[src/rtl/instruction_fetch_pkg.sv]
// rtl/instruction_fetch_pkg.sv - shared instruction field map, opcode values and PC mux selects
package instruction_fetch_pkg;

    localparam int INSTR_W    = 28;
    localparam int ADDR_W     = 16;
    localparam int FIELD_W    = 8;

    localparam int OPCODE_LSB = 20;
    localparam int SRC0_LSB   = 16;
    localparam int SRC0_W     = 4;
    localparam int DEST_LSB   = 8;
    localparam int SRC1_LSB   = 0;
    localparam int IMM_LSB    = 0;
    localparam int IMM_W      = 16;

    localparam logic [7:0] OP_NOP = 8'h00;
    localparam logic [7:0] OP_STO = 8'h01;
    localparam logic [7:0] OP_ADD = 8'h02;
    localparam logic [7:0] OP_BLE = 8'h03;
    localparam logic [7:0] OP_JMP = 8'h04;
    localparam logic [7:0] OP_LED = 8'h05;

    localparam logic [7:0] REG_ZERO = 8'd0;
    localparam logic [7:0] REG_R1   = 8'd1;
    localparam logic [7:0] REG_R2   = 8'd2;
    localparam logic [7:0] REG_R3   = 8'd3;

    typedef enum logic [1:0] {
        PC_HOLD   = 2'd0,
        PC_INC    = 2'd1,
        PC_BRANCH = 2'd2,
        PC_JMP    = 2'd3
    } pc_sel_e;

endpackage

[src/rtl/instruction_fetch_pc.sv]
// rtl/instruction_fetch_pc.sv - fetch_pc: program counter register and next-PC mux
module fetch_pc
    import instruction_fetch_pkg::*;
#(
    parameter logic [15:0] RESET_PC = 16'h0000
) (
    input  logic        Clock,
    input  logic        Reset_n,
    input  logic [1:0]  sel_i,
    input  logic [15:0] branch_target_i,
    input  logic [15:0] jmp_target_i,
    output logic [15:0] pc_o
);

    logic [15:0] pc_q;
    logic [15:0] pc_d;

    // Next PC: increment wraps naturally at 16 bits
    always_comb begin
        pc_d = pc_q;
        case (sel_i)
            PC_INC:    pc_d = pc_q + 16'd1;
            PC_BRANCH: pc_d = branch_target_i;
            PC_JMP:    pc_d = jmp_target_i;
            default:   pc_d = pc_q;
        endcase
    end

    // PC register
    always_ff @(posedge Clock or negedge Reset_n) begin
        if (!Reset_n) begin
            pc_q <= RESET_PC;
        end else begin
            pc_q <= pc_d;
        end
    end

    assign pc_o = pc_q;

endmodule

[src/rtl/instruction_fetch.sv]
// rtl/instruction_fetch.sv - fetch stage with BOOT/RUN/FLUSH control; FETCH_JMP_EARLY_EN enables early JMP
module instruction_fetch
    import instruction_fetch_pkg::*;
#(
    parameter logic [15:0] RESET_PC = 16'h0000
) (
    input  logic        Clock,
    input  logic        Reset_n,
    output logic [15:0] oAddress,
    input  logic [27:0] iInstruction,
    input  logic        iStall,
    input  logic        iBranchTaken,
    input  logic [15:0] iBranchTarget,
    output logic        oValid,
    output logic [27:0] oInstruction,
    output logic [15:0] oPC,
    output logic [7:0]  oOpcode,
    output logic [7:0]  oDest,
    output logic [7:0]  oSrc1,
    output logic [7:0]  oSrc0,
    output logic [15:0] oImm16
);

    typedef enum logic [1:0] {
        ST_BOOT  = 2'd0,
        ST_RUN   = 2'd1,
        ST_FLUSH = 2'd2
    } state_e;

    state_e      state_q;
    logic        valid_q;
    logic [27:0] instr_q;
    logic [15:0] opc_q;

    logic        redirect;
    logic        fetch;
    logic        early_jmp;
    logic [1:0]  pc_sel;
    logic [15:0] jmp_target;

    // BOOT ignores redirects; a redirect always wins over a stall
    assign redirect   = (state_q != ST_BOOT) && iBranchTaken;
    assign fetch      = (state_q != ST_BOOT) && !iBranchTaken && !iStall;
    assign jmp_target = {8'h00, iInstruction[DEST_LSB +: FIELD_W]};

`ifdef FETCH_JMP_EARLY_EN
    assign early_jmp = (iInstruction[OPCODE_LSB +: FIELD_W] == OP_JMP);
`else
    assign early_jmp = 1'b0;
`endif

    // Select the PC source; redirect has priority over an early JMP
    always_comb begin
        pc_sel = PC_HOLD;
        if (redirect) begin
            pc_sel = PC_BRANCH;
        end else if (fetch) begin
            pc_sel = early_jmp ? PC_JMP : PC_INC;
        end
    end

    fetch_pc #(
        .RESET_PC(RESET_PC)
    ) u_fetch_pc (
        .Clock           (Clock),
        .Reset_n         (Reset_n),
        .sel_i           (pc_sel),
        .branch_target_i (iBranchTarget),
        .jmp_target_i    (jmp_target),
        .pc_o            (oAddress)
    );

    // Control FSM with registered instruction/PC/valid outputs; FLUSH is the single bubble
    always_ff @(posedge Clock or negedge Reset_n) begin
        if (!Reset_n) begin
            state_q <= ST_BOOT;
            valid_q <= 1'b0;
            instr_q <= '0;
            opc_q   <= '0;
        end else begin
            case (state_q)
                ST_BOOT: begin
                    state_q <= ST_RUN;
                end
                ST_RUN, ST_FLUSH: begin
                    if (redirect) begin
                        valid_q <= 1'b0;
                        state_q <= ST_FLUSH;
                    end else if (fetch) begin
                        instr_q <= iInstruction;
                        opc_q   <= oAddress;
                        valid_q <= 1'b1;
                        state_q <= ST_RUN;
                    end
                end
                default: begin
                    state_q <= ST_BOOT;
                    valid_q <= 1'b0;
                end
            endcase
        end
    end

    assign oValid       = valid_q;
    assign oInstruction = instr_q;
    assign oPC          = opc_q;
    assign oOpcode      = instr_q[OPCODE_LSB +: FIELD_W];
    assign oDest        = instr_q[DEST_LSB +: FIELD_W];
    assign oSrc1        = instr_q[SRC1_LSB +: FIELD_W];
    assign oSrc0        = {{(FIELD_W - SRC0_W){1'b0}}, instr_q[SRC0_LSB +: SRC0_W]};
    assign oImm16       = instr_q[IMM_LSB +: IMM_W];

endmodule

[config.mk]
export PLATFORM = sky130hd
export DESIGN_NAME = instruction_fetch
export DESIGN_NICKNAME = d
export VERILOG_FILES = /design/src/rtl/instruction_fetch_pkg.sv /design/src/rtl/instruction_fetch_pc.sv /design/src/rtl/instruction_fetch.sv
export SDC_FILE = /design/constraint.sdc
export NUM_CORES = 1
export LEC_CHECK = 0
export BUFFER_PORTS_ARGS = -buffer_cell sky130_fd_sc_hd__clkbuf_2
export CORE_AREA = 2 2 86 88
export DETAILED_ROUTE_END_ITERATION = 8
export DIE_AREA = 0 0 88 90
export GPL_ROUTABILITY_DRIVEN = 0
export HOLD_SLACK_MARGIN = 0.1
export PLACE_DENSITY = 0.76
export SYNTH_ARGS = -nofsm -noshare
export SYNTH_HDL_FRONTEND = slang
export SYNTH_SLANG_ARGS = --single-unit
export TNS_END_PERCENT = 30
[constraint.sdc]
create_clock -name Clock -period 2.6 [get_ports Clock]
set_clock_uncertainty 0.1 [all_clocks]
set_input_delay 0.26 -clock Clock [delete_from_list [all_inputs] [get_ports Clock]]
set_output_delay 0.26 -clock Clock [all_outputs]
set_load 0.02 [all_outputs]
# [Yosys cells after proc, flatten, opt, wreduce, memory -nomap -nowiden]
# Cells that the tools add are included.
# W data, S select, Z words.
[classes] n_mux=9 bitwise=2 reduce_logical=11 n_eq_ne=6 add_sub_neg=1
[ops] op="$pmux W16 S3" count=1
[ops] op="$add A16 B1 Y16 const B" count=1
[ops] op="$eq A2 B2 Y1 const B" count=3
[ops] op="$mux W2" count=3
[ops] op="$eq A2 B1 Y1 const B" count=2
[ops] op="$pmux W2 S2" count=1
[ops] op="$logic_and A1 B1 Y1" count=3
[ops] op="$mux W1" count=3
[ops] op="$ne A3 B3 Y1 const B" count=1
[ops] op="$reduce_and A3 Y1" count=1
[ops] op="$reduce_bool A3 Y1" count=1
[ops] op="$logic_not A1 Y1" count=2
[ops] op="$logic_not A2 Y1" count=1
[ops] op="$not A1 Y1" count=2
[ops] op="$pmux W1 S2" count=1
[ops] op="$reduce_and A2 Y1" count=1
[ops] op="$reduce_bool A2 Y1" count=1
[ops] op="$reduce_or A2 Y1" count=1
[totals] word_cells=34 input_bits=48 out_inout_bits=109 regBits=63

# [Longest topological paths before layout]
[logic_depth] ltp_word=7 depth_mapped=7 depth_no_buf=6

# [Cells and area by module]
# A second synthesis with hierarchy kept.
[hier_totals] cells_unflattened=290 area_unflattened_um2=3558.4
[by_module_without_submodules] mod="instruction_fetch" n_inst=1 area_per_inst_um2=2417.3 seq_area_each_um2=1176.1 cells_each=164
[by_module_without_submodules] mod="fetch_pc" n_inst=1 area_per_inst_um2=1141.1 seq_area_each_um2=400.4 cells_each=126

# [Worst setup path after synthesis]
# No wires, ideal clock.
[synth_path] kind="reg-to-reg" start="reg state_q[0]" end="reg instr_q[0] (netlist: oInstruction[0])" arrival_ps=1672 path_slack_ps=703 synth_period_minus_slack_ps=1897 required_ps=2375 path_stages_with_launch=8 cell_sequence="dfrtp_1 -> inv_1 -> ha_1 -> or2_1 -> buf_6 -> nor2_4 -> buf_4 -> mux2_2"
[synth_between] elab_chain_cells=4 elab_cells_between_ends=9 classes_between="eq/ne (2); bitwise (1); reduce/logical (6)"
[synth_lines] item="from (decl)" line_no="instruction_fetch.sv:30" text="state_e state_q;"
[synth_lines] item="from (signal assigned)" line_no="instruction_fetch.sv:76" text="state_q <= ST_BOOT;"
[synth_lines] item="from (signal assigned)" line_no="instruction_fetch.sv:83" text="state_q <= ST_RUN;"
[synth_lines] item="from (signal assigned)" line_no="instruction_fetch.sv:88" text="state_q <= ST_FLUSH;"
[synth_lines] item="$reduce_bool A2 Y1" line_no="instruction_fetch.sv:42, instruction_fetch.sv:43"
[synth_lines] item="$logic_and A1 B1 Y1, on equally long branches" line_no="instruction_fetch.sv:43, instruction_fetch.sv:42"
[synth_lines] item="$logic_and A1 B1 Y1 or $not A1 Y1 (tied branches)"
[synth_lines] item="$reduce_and A3 Y1 (no line) *"
[synth_lines] item="to (signal assigned)" line_no="instruction_fetch.sv:90" text="instr_q <= iInstruction;"
[synth_lines] item="to (decl)" line_no="instruction_fetch.sv:32" text="logic [27:0] instr_q;"
# Every way passes the cells marked *; elsewhere a longest branch is shown, timed or not.
# A chain may end at the register's enable or synchronous reset.

# [Worst setup path after layout]
[layout_path] start="reg state_q[0]" end="reg instr_q[24] (netlist: oInstruction[24])"
# Same word-level chain as after synthesis.

==> impl_metrics.env <==
export IMPL_regToRegEndpoint="oInstruction[24]$_DFFE_PN0P_"
export IMPL_hp_start="iBranchTarget[8]"
export IMPL_fp_dieH_um=90
export IMPL_post_cts_buffers=0
export IMPL_min_path_cells=3
export IMPL_finalCriticalPeriod_ps=2090
export IMPL_cts_num_sinks=63
export IMPL_crit_type="flop to flop"
export IMPL_power_per_cell_area_nw_per_um2=1340
export IMPL_cp_end_kind="flop"
export IMPL_fin_crit_sh_pct=80.3
export IMPL_design_area_um2=4310
export IMPL_finalHoldViolations=0
export IMPL_required_ps=2720
export IMPL_antenna_cells=0
export IMPL_via_count=2584
export IMPL_drive_above_1_share_pct=51.0
export IMPL_viasPerCell=4.86
export IMPL_syn_cell_area_um2=3160
export IMPL_tightest_slew_ps=827
export IMPL_yosysSeqAreaShare_pct=49.9
export IMPL_fp_row_count=31
export IMPL_cp_max_fo=22
export IMPL_clock_fmax_ghz=0.479
export IMPL_r2r_slack_ps=510
export IMPL_synthTopCellsByArea="dfrtp_1 50%, mux2_2 15%, buf_4 12%"
export IMPL_grt_antenna_before_repair=0
export IMPL_dieWidth_um=88
export IMPL_slew_headroom_pct=44.8
export IMPL_start_util_pct=45.0
export IMPL_synth_area_leader_cell="dfrtp_1"
export IMPL_clock_root_buffer="clkbuf_8"
export IMPL_ys_types=39
export IMPL_p_leak_nw=2.14
export IMPL_core_area_um2=7020
export IMPL_cap_violations=0
export IMPL_clk_path_buf_depth=2
export IMPL_area_growth_pct=36.3
export IMPL_hold_buffers=39
export IMPL_reg2regPathDepth=6
export IMPL_placed_area_um2=3680
export IMPL_synth_edf_count=0
export IMPL_grt_pass1_wl_um=12300
export IMPL_ys_async_sr_fraction_pct=100
export IMPL_final_cell_mix="151 x clkbuf_2, 63 x dfrtp_1, 42 x mux2_2"
export IMPL_fin_nets=480
export IMPL_setup_viol=0
export IMPL_grt_max_degree=36
export IMPL_ys_flop_type="dfrtp_1"
export IMPL_grt_pass1_vias=2545
export IMPL_synthDominantCellAreaShare_pct=49.9
export IMPL_rr_startpoint="state_q[0]$_DFFE_PN0P_"
export IMPL_wirelength_um=7750
export IMPL_ant_nets=0
export IMPL_synth_avg_cell_area_um2=11.4
export IMPL_rsz0062_at_grt="no"
export IMPL_tns_ps=0
export IMPL_cp_arrival_ps=2200
export IMPL_yosys_warnings=0
export IMPL_drtIter0Drc=86
export IMPL_final_common_cell="clkbuf_2"
export IMPL_htreeDepth=3
export IMPL_ios=157
export IMPL_start_kind="flop"
export IMPL_die_area_um2=7920
export IMPL_port_buffers=152
export IMPL_dp_hpwl_um=5180
export IMPL_cts_buffers=9
export IMPL_peakVddDrop_mv=0.655
export IMPL_cts_tree="done"
export IMPL_grt_use_total_pct=20.0
export IMPL_min_to="u_fetch_pc.pc_o[8]$_DFFE_PN0P_"
export IMPL_grt_overflow=0
export IMPL_drc=0
export IMPL_status="finished clean"
export IMPL_clock_latency_ps=340
export IMPL_drt_pass1_iter_count=4
export IMPL_min_path_type="input pin to flop"
export IMPL_cts_clk_slew_worst_paths_ps=70
export IMPL_postSynthRegisterBits=63
export IMPL_wl_per_cell_um=14.6
export IMPL_syn_inst=277
export IMPL_ctsResizeCount=0
export IMPL_maxSlewViolCount=0
-- worst max-delay path by stage --
stage	depth (start not counted)	end	from
final	6	oInstruction[24]$_DFFE_PN0P_	state_q[0]$_DFFE_PN0P_
after global routing	6	oInstruction[24]$_DFFE_PN0P_	state_q[0]$_DFFE_PN0P_
after CTS	6	oInstruction[25]$_DFFE_PN0P_	state_q[0]$_DFFE_PN0P_
after detailed placement	6	oPC[0]$_DFFE_PN0P_	state_q[0]$_DFFE_PN0P_
after global placement	6	oInstruction[21]$_DFFE_PN0P_	state_q[0]$_DFFE_PN0P_
after floorplan	7	oInstruction[0]$_DFFE_PN0P_	state_q[0]$_DFFE_PN0P_
-- per-stage QoR --
| step | util [%] | hold slack [ps] | cells | worst slack [ps] | power, mW |
|---|---|---|---|---|---|
| 2_1_floorplan | - | -136 | 280 | 703 | 4.15 |
| 3_3_place_gp | 52.5 | 298 | 478 | 610 | 4.67 |
| 3_5_place_dp | 52.5 | 305 | 478 | 522 | 4.75 |
| 4_1_cts | 61.3 | 121 | 532 | 509 | 5.81 |
| 5_1_grt | 61.3 | 114 | 532 | 401 | 6.14 |
| 6_report | 61.3 | 133 | 532 | 513 | 5.78 |
-- kinds of logic (layout without fill, tap and decap cells) --
family | count (synthesis) | count (layout) | synth area share [%]
AND/OR/NAND/NOR | 57 | 57 | 9.74
other | 1 | 4 | 0.119
flip-flops | 63 | 63 | 49.9
AO/OA/AOI/OAI | 33 | 33 | 6.38
multiplexers | 44 | 44 | 15.7
adder cells (fa/ha/maj) | 3 | 3 | 1.19
buffers and inverters | 67 | 220 | 14.5
XOR/XNOR | 9 | 9 | 2.49
-- area by class of cell --
class	instances	area (um2)
clock buffers	12	165
repair buffers	197	1210
well taps	99	124
flip-flops and latches	63	1580
clock inverters	3	65.1
fillers	599	2720
inverters	8	30.0
multi-input cells	150	1140
-- critical path: stages (launching register included) --
cell     delay (ps)
dfrtp_1         400
inv_1            70
ha_1            210
or2_1           360
nor2_4          150
buf_4           290
mux2_2          380
-- sequential cells by signal (all words and copies together) (netlist names) --
signal and flops:
state_q 2, oPC 16, oInstruction 28, u_fetch_pc.pc_o 16, oValid 1
-- synthesized netlist by cell type (2+ instances only) --
master     n
a21oi_1    6
a22oi_1    3
a31oi_1    2
and3_1     2
and4_1     2
buf_2      3
buf_4     52
clkbuf_1   3
dfrtp_1   63
ha_1       3
inv_1      8
mux2_1     2
mux2_2    42
nand2_1   18
nand3_1    4
nand4_1    5
nor2_1     9
nor2b_1    3
nor3_1     2
nor4_1     4
o21ai_0   14
o21ai_2    2
o22ai_1    2
xnor2_1    5
xor2_1     4
-- power breakdown --
part	switching, mW	total [mW]	internal (mW)
clock network	0.376	0.988	0.612
logic	1.78	2.86	1.08
registers	0.481	1.94	1.45
-- metal layers --
layer  track usage, %  part of all wire (%)  vias up  routed length [um]
li1                 -                     -     1204                   -
met1             24.0                    41     1234                3180
met2             34.2                    50      133                3900
met3             4.41                   7.3       13                 569
met4             8.08                   1.4        0                 106
met5                0                     0        -                   0
No activity file was read; power rests on OpenSTA's default activity.
